## config.mk

```make
export PLATFORM = sky130hd
export DESIGN_NAME = renkon_pool_max
export DESIGN_NICKNAME = d
export VERILOG_FILES = /design/src/rtl/renkon_pkg.sv /design/src/rtl/renkon_pool_linebuf.sv /design/src/rtl/renkon_pool_max.sv
export SDC_FILE = /design/constraint.sdc
export NUM_CORES = 1
export LEC_CHECK = 0
export ABC_CLOCK_PERIOD_IN_PS = 4500
export BUFFER_PORTS_ARGS = -buffer_cell sky130_fd_sc_hd__buf_2
export CORE_AREA = 2 2 177 179
export DETAILED_ROUTE_END_ITERATION = 8
export DIE_AREA = 0 0 179 181
export GPL_ROUTABILITY_DRIVEN = 0
export MAX_ROUTING_LAYER = met4
export PLACE_DENSITY = 0.63
export RECOVER_POWER = 25
export SETUP_SLACK_MARGIN = 0.02
export SYNTH_ARGS = -nofsm -noshare
export SYNTH_HDL_FRONTEND = slang
export SYNTH_SLANG_ARGS = --single-unit
```

## constraint.sdc

```tcl
create_clock -name clk -period 4.5 [get_ports clk]
set_input_delay 0.225 -clock clk [delete_from_list [all_inputs] [get_ports clk]]
set_output_delay 0.225 -clock clk [all_outputs]
set_load 0.05 [all_outputs]
```

## src/rtl/renkon_pkg.sv

```systemverilog
// Shared constants, pixel type and pooling FSM state encoding for the renkon datapath.
package renkon_pkg;

    localparam int DWIDTH    = 16;
    localparam int MAXIMG    = 32;
    localparam int SIZE_W    = $clog2(MAXIMG + 1);
    localparam int BUF_DEPTH = MAXIMG / 2;
    localparam int BUF_AW    = $clog2(BUF_DEPTH);

    typedef logic signed [DWIDTH-1:0] pixel_t;

    typedef enum logic [1:0] {
        S_IDLE = 2'd0,
        S_RUN  = 2'd1,
        S_DONE = 2'd2
    } pool_state_t;

endpackage

```

## src/rtl/renkon_pool_linebuf.sv

```systemverilog
// Half-row line buffer for max pooling: synchronous write, combinational read.
// Kept as a separate module so it can be replaced by a vendor RAM macro.
module renkon_pool_linebuf
    import renkon_pkg::*;
#(
    parameter  int DEPTH = BUF_DEPTH,
    parameter  int WIDTH = DWIDTH,
    localparam int AW    = $clog2(DEPTH)
) (
    input  logic             clk,
    input  logic             we,
    input  logic [AW-1:0]    addr,
    input  logic [WIDTH-1:0] wdata,
    output logic [WIDTH-1:0] rdata
);

    logic [WIDTH-1:0] mem [DEPTH];

    always_ff @(posedge clk) begin
        if (we) begin
            mem[addr] <= wdata;
        end
    end

    assign rdata = mem[addr];

endmodule

```

## src/rtl/renkon_pool_max.sv

```systemverilog
// renkon_pool_max: streaming 2x2 stride-2 max pooling using a half-row line buffer.
// Define RENKON_POOL_RELU_EN to clamp negative pooled values to zero (fused ReLU).
module renkon_pool_max
    import renkon_pkg::*;
(
    input  logic                     clk,
    input  logic                     xrst,
    input  logic                     init,
    input  logic [SIZE_W-1:0]        img_size,
    input  logic                     in_valid,
    input  logic signed [DWIDTH-1:0] pixel_in,
    output logic                     out_valid,
    output logic signed [DWIDTH-1:0] pixel_out,
    output logic                     busy,
    output logic                     done
);

    pool_state_t state, state_nxt;

    logic [SIZE_W-1:0]        size;
    logic [SIZE_W-1:0]        col;
    logic [SIZE_W-1:0]        row;
    logic [SIZE_W-1:0]        last_idx;
    logic                     accept_p0;
    logic                     col_last_p0;
    logic                     row_last_p0;
    logic                     hwrite_p0;
    logic                     emit_p0;
    logic [BUF_AW-1:0]        buf_addr_p0;
    logic signed [DWIDTH-1:0] hold_p0;
    logic signed [DWIDTH-1:0] hmax_p0;
    logic signed [DWIDTH-1:0] buf_rd_p0;
    logic signed [DWIDTH-1:0] vmax_p0;

    function automatic logic signed [DWIDTH-1:0] smax(
        input logic signed [DWIDTH-1:0] a,
        input logic signed [DWIDTH-1:0] b
    );
        return (a > b) ? a : b;
    endfunction

    function automatic logic signed [DWIDTH-1:0] relu(input logic signed [DWIDTH-1:0] a);
`ifdef RENKON_POOL_RELU_EN
        return a[DWIDTH-1] ? '0 : a;
`else
        return a;
`endif
    endfunction

    // An init in the same cycle as a pixel wins: the pixel belongs to the aborted map.
    assign last_idx    = size - SIZE_W'(1);
    assign accept_p0   = in_valid && (state == S_RUN) && !init;
    assign col_last_p0 = (col == last_idx);
    assign row_last_p0 = (row == last_idx);
    assign hwrite_p0   = accept_p0 && !row[0] && col[0];
    assign emit_p0     = accept_p0 && row[0] && col[0];
    assign buf_addr_p0 = col[BUF_AW:1];
    assign hmax_p0     = smax(hold_p0, pixel_in);
    assign vmax_p0     = smax(buf_rd_p0, hmax_p0);

    renkon_pool_linebuf #(
        .DEPTH (BUF_DEPTH),
        .WIDTH (DWIDTH)
    ) u_linebuf (
        .clk   (clk),
        .we    (hwrite_p0),
        .addr  (buf_addr_p0),
        .wdata (hmax_p0),
        .rdata (buf_rd_p0)
    );

    always_ff @(posedge clk or negedge xrst) begin
        if (!xrst) begin
            state <= S_IDLE;
        end else begin
            state <= state_nxt;
        end
    end

    always_comb begin
        state_nxt = state;
        case (state)
            S_IDLE: if (init) state_nxt = S_RUN;
            S_RUN:  if (accept_p0 && col_last_p0 && row_last_p0) state_nxt = S_DONE;
            S_DONE: state_nxt = S_IDLE;
            default: state_nxt = S_IDLE;
        endcase
    end

    always_ff @(posedge clk or negedge xrst) begin
        if (!xrst) begin
            size <= '0;
            col  <= '0;
            row  <= '0;
        end else if (init && (state != S_DONE)) begin
            size <= img_size;
            col  <= '0;
            row  <= '0;
        end else if (accept_p0) begin
            if (col_last_p0) begin
                col <= '0;
                row <= row_last_p0 ? '0 : row + SIZE_W'(1);
            end else begin
                col <= col + SIZE_W'(1);
            end
        end
    end

    always_ff @(posedge clk) begin
        if (accept_p0 && !col[0]) begin
            hold_p0 <= pixel_in;
        end
    end

    // p0 -> p1: registered pooled output
    always_ff @(posedge clk or negedge xrst) begin
        if (!xrst) begin
            out_valid <= 1'b0;
            pixel_out <= '0;
        end else begin
            out_valid <= emit_p0;
            if (emit_p0) begin
                pixel_out <= relu(vmax_p0);
            end
        end
    end

    assign busy = (state == S_RUN);
    assign done = (state == S_DONE);

endmodule

```

Word level (Yosys, flattened, before mapping)

Memories as Yosys holds them, arrays and structs flattened.
Index checks and enable logic that the tools add are counted.

Memory bits (read-only): 0
Bits in registers: 53
Logic and storage cells: 52
Output and inout bits: 19
Bits in latches: 0
Memories kept: 1
Input port bits: 26
RAM bits: 256

Muxes and demuxes: 14
Multiply operators: 0
Equal/unequal tests: 7
Bitwise operators: 0
$add $sub $neg: 3
Div/mod/pow operators: 0
Reduce and logical (&&, ||, !) cells: 18
Shift operators: 0
$lt $le $gt $ge: 2

Memories:

| name          | depth | width | rd ports | clocked after Yosys merged registers in | write ports | RTL line                  | RTL |
|---|---|---|---|---|---|---|---|
| u_linebuf.mem | 16    | 16    | 1        | 0                                       | 1           | renkon_pool_linebuf.sv:17 | `logic [WIDTH-1:0] mem [DEPTH];` |

Operator list:

| kind                  | number |
|---|---|
| $mux W6               | 7 |
| $gt A16 B16 Y1        | 2 |
| $mux W16              | 2 |
| $add A6 B1 Y6 const B | 2 |
| $eq A6 B6 Y1          | 2 |
| $logic_and A1 B1 Y1   | 10 |
| $sub A6 B1 Y6 const B | 1 |
| $mux W2               | 2 |
| $ne A2 B2 Y1 const B  | 2 |
| $pmux W2 S2           | 1 |
| $reduce_and A2 Y1     | 2 |
| $reduce_bool A2 Y1    | 2 |
| $logic_not A1 Y1      | 3 |
| $eq A2 B1 Y1 const B  | 1 |
| $eq A2 B2 Y1 const B  | 1 |
| $logic_not A2 Y1      | 1 |
| $mux W1               | 2 |
| $ne A2 B1 Y1 const B  | 1 |

Logic depth before layout (Yosys ltp)

Depth after elaboration: 7
Mapped depth: 20
Depth with buffers taken out: 15

By module

Synthesis repeated with hierarchy kept, for this count alone.

Cells, all modules: 759
Area total of the unflattened synthesis: 13190.2 um2

By module, submodules not included:

| module              | times used | cells each | area an instance (um2) | seq. area each (um2) |
|---|---|---|---|---|
| renkon_pool_linebuf | 1          | 418        | 9703.1                 | 7687.4 |
| renkon_pool_max     | 1          | 341        | 3487.1                 | 1406.3 |

Least setup slack after synthesis

Ideal clock, no wire load.

Kind: register to register
Start point: register hold_p0[15]
End point: register pixel_out[4]
Library setup time: 0.068 ns
Required time: 4.432 ns
Period minus slack after synthesis: 4.733 ns
Arrival time: 4.665 ns
Setup slack: -0.233 ns
Path buffers: 5
Cell stages (with the launch flop): 19
Path through: edfxtp_1 > ha_1 > buf_6 > nand4_4 > or4_1 > a21oi_1 > or3_1 > buf_2 > buf_6 > mux2i_1 > inv_1 > ha_1 > nand4_1 > a2111o_1 > a31oi_1 > and2_1 > clkbuf_1 > clkbuf_1 > a221o_1

Longest elaborated chain between the ends: 4

RTL lines:

| element                | RTL line               | RTL |
|---|---|---|
| start, declared        | renkon_pool_max.sv:30  | `logic signed [DWIDTH-1:0] hold_p0;` |
| start signal, assigned | renkon_pool_max.sv:111 | `hold_p0 <= pixel_in;` |
| $gt A16 B16 Y1         | renkon_pool_max.sv:39  | `return (a > b) ? a : b;` |
| $mux W16 *             | renkon_pool_max.sv:39  |  |
| via hmax_p0[15]        | renkon_pool_max.sv:31  | `logic signed [DWIDTH-1:0] hmax_p0;` |
| $gt A16 B16 Y1 *       | renkon_pool_max.sv:39  |  |
| $mux W16 *             | renkon_pool_max.sv:39  |  |
| end signal, assigned   | renkon_pool_max.sv:123 | `pixel_out <= relu(vmax_p0);` |
| end, declared          | renkon_pool_max.sv:13  | `output logic signed [DWIDTH-1:0] pixel_out,` |

The timed path passes the listed nets; every way through them passes the cells marked *.
A chain may end at the register's enable or synchronous reset.

Final worst setup path

Start point: register hold_p0[15]
End point: register pixel_out[3]

Longest elaborated chain between the ends: 4

RTL lines:

| element        | RTL line |
|---|---|
| $gt A16 B16 Y1 | renkon_pool_max.sv:39 |
| $mux W16       | renkon_pool_max.sv:39 |
| via hmax_p0[1] | renkon_pool_max.sv:31 |
| $gt A16 B16 Y1 | renkon_pool_max.sv:39 |
| $mux W16       | renkon_pool_max.sv:39 |

The timed path passes the listed nets, and every way through them passes these cells.

==> results.ini <==
[run_status]
status = finished, violations left
violations = capacitance limit, slew limit

[die]
start_util = 0.444
die-area_mm2 = 0.0324
dieWidth_um = 179
die_y_um = 181
core_mm2 = 0.0303
rows = 64
ioPinCount = 45

[yosys]
syn_inst = 744
synth.distinct_cells = 48
ys_top_cells_by_area = edfxtp_1 61%, mux4_2 13%, dfrtp_1 6.9%, mux2i_1 3.6%, ha_1 3.2%
synth_top_area_share = 0.606
synth_edf_count = 272
synthTopCellsByCount = 272 x edfxtp_1, 80 x mux4_2, 48 x mux2i_1
synthMostInstantiatedCell = edfxtp_1
yosys.area.top_type = edfxtp_1
seq_area_frac_synth = 0.675
synthArstFlopShare = 0.120
syn-num-nets = 805
yosys_most_used_dff = edfxtp_1
synth-seq-cells = 309
synth_warnings = 0
avgSynthCellArea_um2 = 18.1
syn_area_mm2 = 0.0135

[setup_path]
crit_slowest_cell = or4_4
worstSetupStartpointType = flip-flop
slowest_delay_ns = 0.56
startpoint = hold_p0[15]
reg2reg_slack_ns = 0.18
crit_chain = ha_4, nand4_4, or4_4, o21a_4, buf_4, mux2i_1, mux2i_2, inv_1, ha_1, nor2b_1, o211ai_1, a2111o_1, a31oi_4, nor2_4, a221o_1
reg2reg_from = hold_p0[15]
r2r_end = pixel_out[3]
cp-endpoint = pixel_out[3]
end_kind = flip-flop
crit_family = compound AO/OA/AOI/OAI gates
critPathMaxFanout = 16
path_class = flip-flop to flip-flop
cp.arrival_ns = 4.69
cp_num_cells = 15
reg2reg_depth = 15
critPathBufInv = 2
cp.required_ns = 4.87

[global_routing]
globalRouteOverflowTotal = 0
gr-usage-all-layers = 0.207
grt_pass1_vias = 7770
grt_max_degree = 53
antenna_found_initial = 0
grt_pass1_wl_um = 47800

[pwr]
p_total_mw = 6.64
powerDensity_mw_per_mm2 = 416
power_leakage_nw = 5.53
ir_drop_mv = 0.316

[clock_tree]
cts-htree-levels = 2
clock_sinks = 309
cts_root_buf = clkbuf_16
cts_buffers = 35
cts_buffer_depth = 3
cts.clk_slew.worst_paths_ns = 0.06
cts_tree = yes
clk_latency_ns = 0.50

[drt]
ant_nets = 0
wl_per_cell_um = 24.4
wirelength_um = 31300
drt_iter0_drc = 844
drc = 0
vias_per_cell = 5.83
vias = 7466
dr.pass1.iters = 5

[sta]
hold_violations = 0
fin_skew_ns = 0.0123
drv_slew = 55
holdWs_ns = 0.0342
finalSetupViolCount = 0
fin_crit_sh = 0.959
worstMarginPinSlew_ns = 2.22
fmax_mhz = 232
final.setup.tns_ns = 0
slew_headroom = -0.480
finalCriticalPeriod_ns = 4.32
setup_ws_ns = 0.184

[cells_and_area]
post-route-util = 0.526
fin_nets = 920
antenna-diode-count = 0
fin_cells = 1281
final.fill_count = 2371
syn_to_final_growth_pct = 18.4
final_area_mm2 = 0.0160
drive_gt1_frac = 0.261

[placed_design]
dpl_worst_slack_ns = -0.250
place_area_mm2 = 0.0146
placed_cells = 1194
portBuffers = 44
dp_hpwl_um = 20100

[hold_path]
holdPathStages = 3
min_path_type = input port to flip-flop

[flow_run]
drv_cap = 2

worst min-delay path, cell delays in order:
cell and delay, ns:
buf_2 0.12, nor2_1 0.09, nor3_1 0.05
cell families (layout without fill, tap and decap cells):
group / count (synthesis) / in the layout / share of synthesized area
buffers and inverters: 73 / 214 / 0.0232
and+or+nand+nor: 119 / 119 / 0.0481
AOI/OAI and AO/OA: 54 / 54 / 0.0307
adders and majority gates: 35 / 35 / 0.0325
DFF: 309 / 309 / 0.675
muxes: 135 / 135 / 0.175
xor gates and xnor gates: 19 / 19 / 0.0154
per-layer routing:
| metal | vias to the layer above | part of all wire | wire [µm] | global-route usage |
|---|---|---|---|---|
| met4 | 0 | 0.019 | 585 | 0.0527 |
| li1 | 3236 | - | - | - |
| met5 | - | 0 | 0 | - |
| met1 | 3926 | 0.42 | 13200 | 0.286 |
| met2 | 260 | 0.49 | 15400 | 0.323 |
| met3 | 44 | 0.065 | 2040 | 0.0356 |
how the worst min path moves through the flow:
stage,startpoint,endpoint
after floorplan,xrst,col[0]
after CTS,init,state[0]
final,init,state[0]
after detailed placement,xrst,size[2]
after global routing,init,state[0]
after global placement,xrst,size[4]
registers in the layout (all words and copies together) (netlist names):
signal,count
pixel_out,16
col,6
hold_p0,16
row,6
size,6
u_linebuf.mem,256
state,2
out_valid,1
cell type report:
| type | count | area (µm²) | share of cell area |
|---|---|---|---|
| timing repair buffer | 114 | 810 | 0.0507 |
| inverter | 37 | 139 | 0.00870 |
| clock buffer | 50 | 995 | 0.0623 |
| clock inverter | 13 | 128 | 0.00800 |
| multi-input combinational | 362 | 4290 | 0.269 |
| tap | 396 | 495 | 0.0311 |
| sequential | 309 | 9100 | 0.570 |
where the power goes:
part           switching (mW)  leakage, nW  internal (mW)
Combinational           0.359         2.05          0.282
Sequential             0.0333         2.94           3.22
Clock                    1.09        0.539           1.66
Total                    1.48         5.53           5.16
layout by cell type (no fill, tap or decap), types with 4 or more instances in the layout:
| master | count |
|---|---|
| edfxtp_1 | 272 |
| mux4_2 | 80 |
| clkbuf_1 | 44 |
| mux2i_1 | 38 |
| inv_1 | 37 |
| clkbuf_16 | 37 |
| buf_4 | 36 |
| dfrtp_1 | 35 |
| ha_1 | 32 |
| dlygate4sd3_1 | 23 |
| and2_1 | 18 |
| a221o_1 | 17 |
| buf_2 | 17 |
| nand2_1 | 15 |
| nor2_1 | 15 |
| nand3_1 | 14 |
| a21oi_1 | 14 |
| xnor2_1 | 13 |
| nand4_1 | 11 |
| nor2_2 | 9 |
| mux2i_4 | 7 |
| mux2_2 | 7 |
| nor3b_1 | 5 |
| nor3_1 | 5 |
| buf_12 | 5 |
| a21o_1 | 4 |
| nor2b_1 | 4 |
| nor3_2 | 4 |
| clkinv_2 | 4 |
timing repair:
item / CTS / global route
endpoints found under the setup margin: 16 / 16
pin swaps: 0 / 1
setup buffers: 0 / 1
hold buffers: 23 / 0
hold endpoints to repair: 59 / 0
resized for setup: 7 / 7
(Power assumes the default switching activity.)
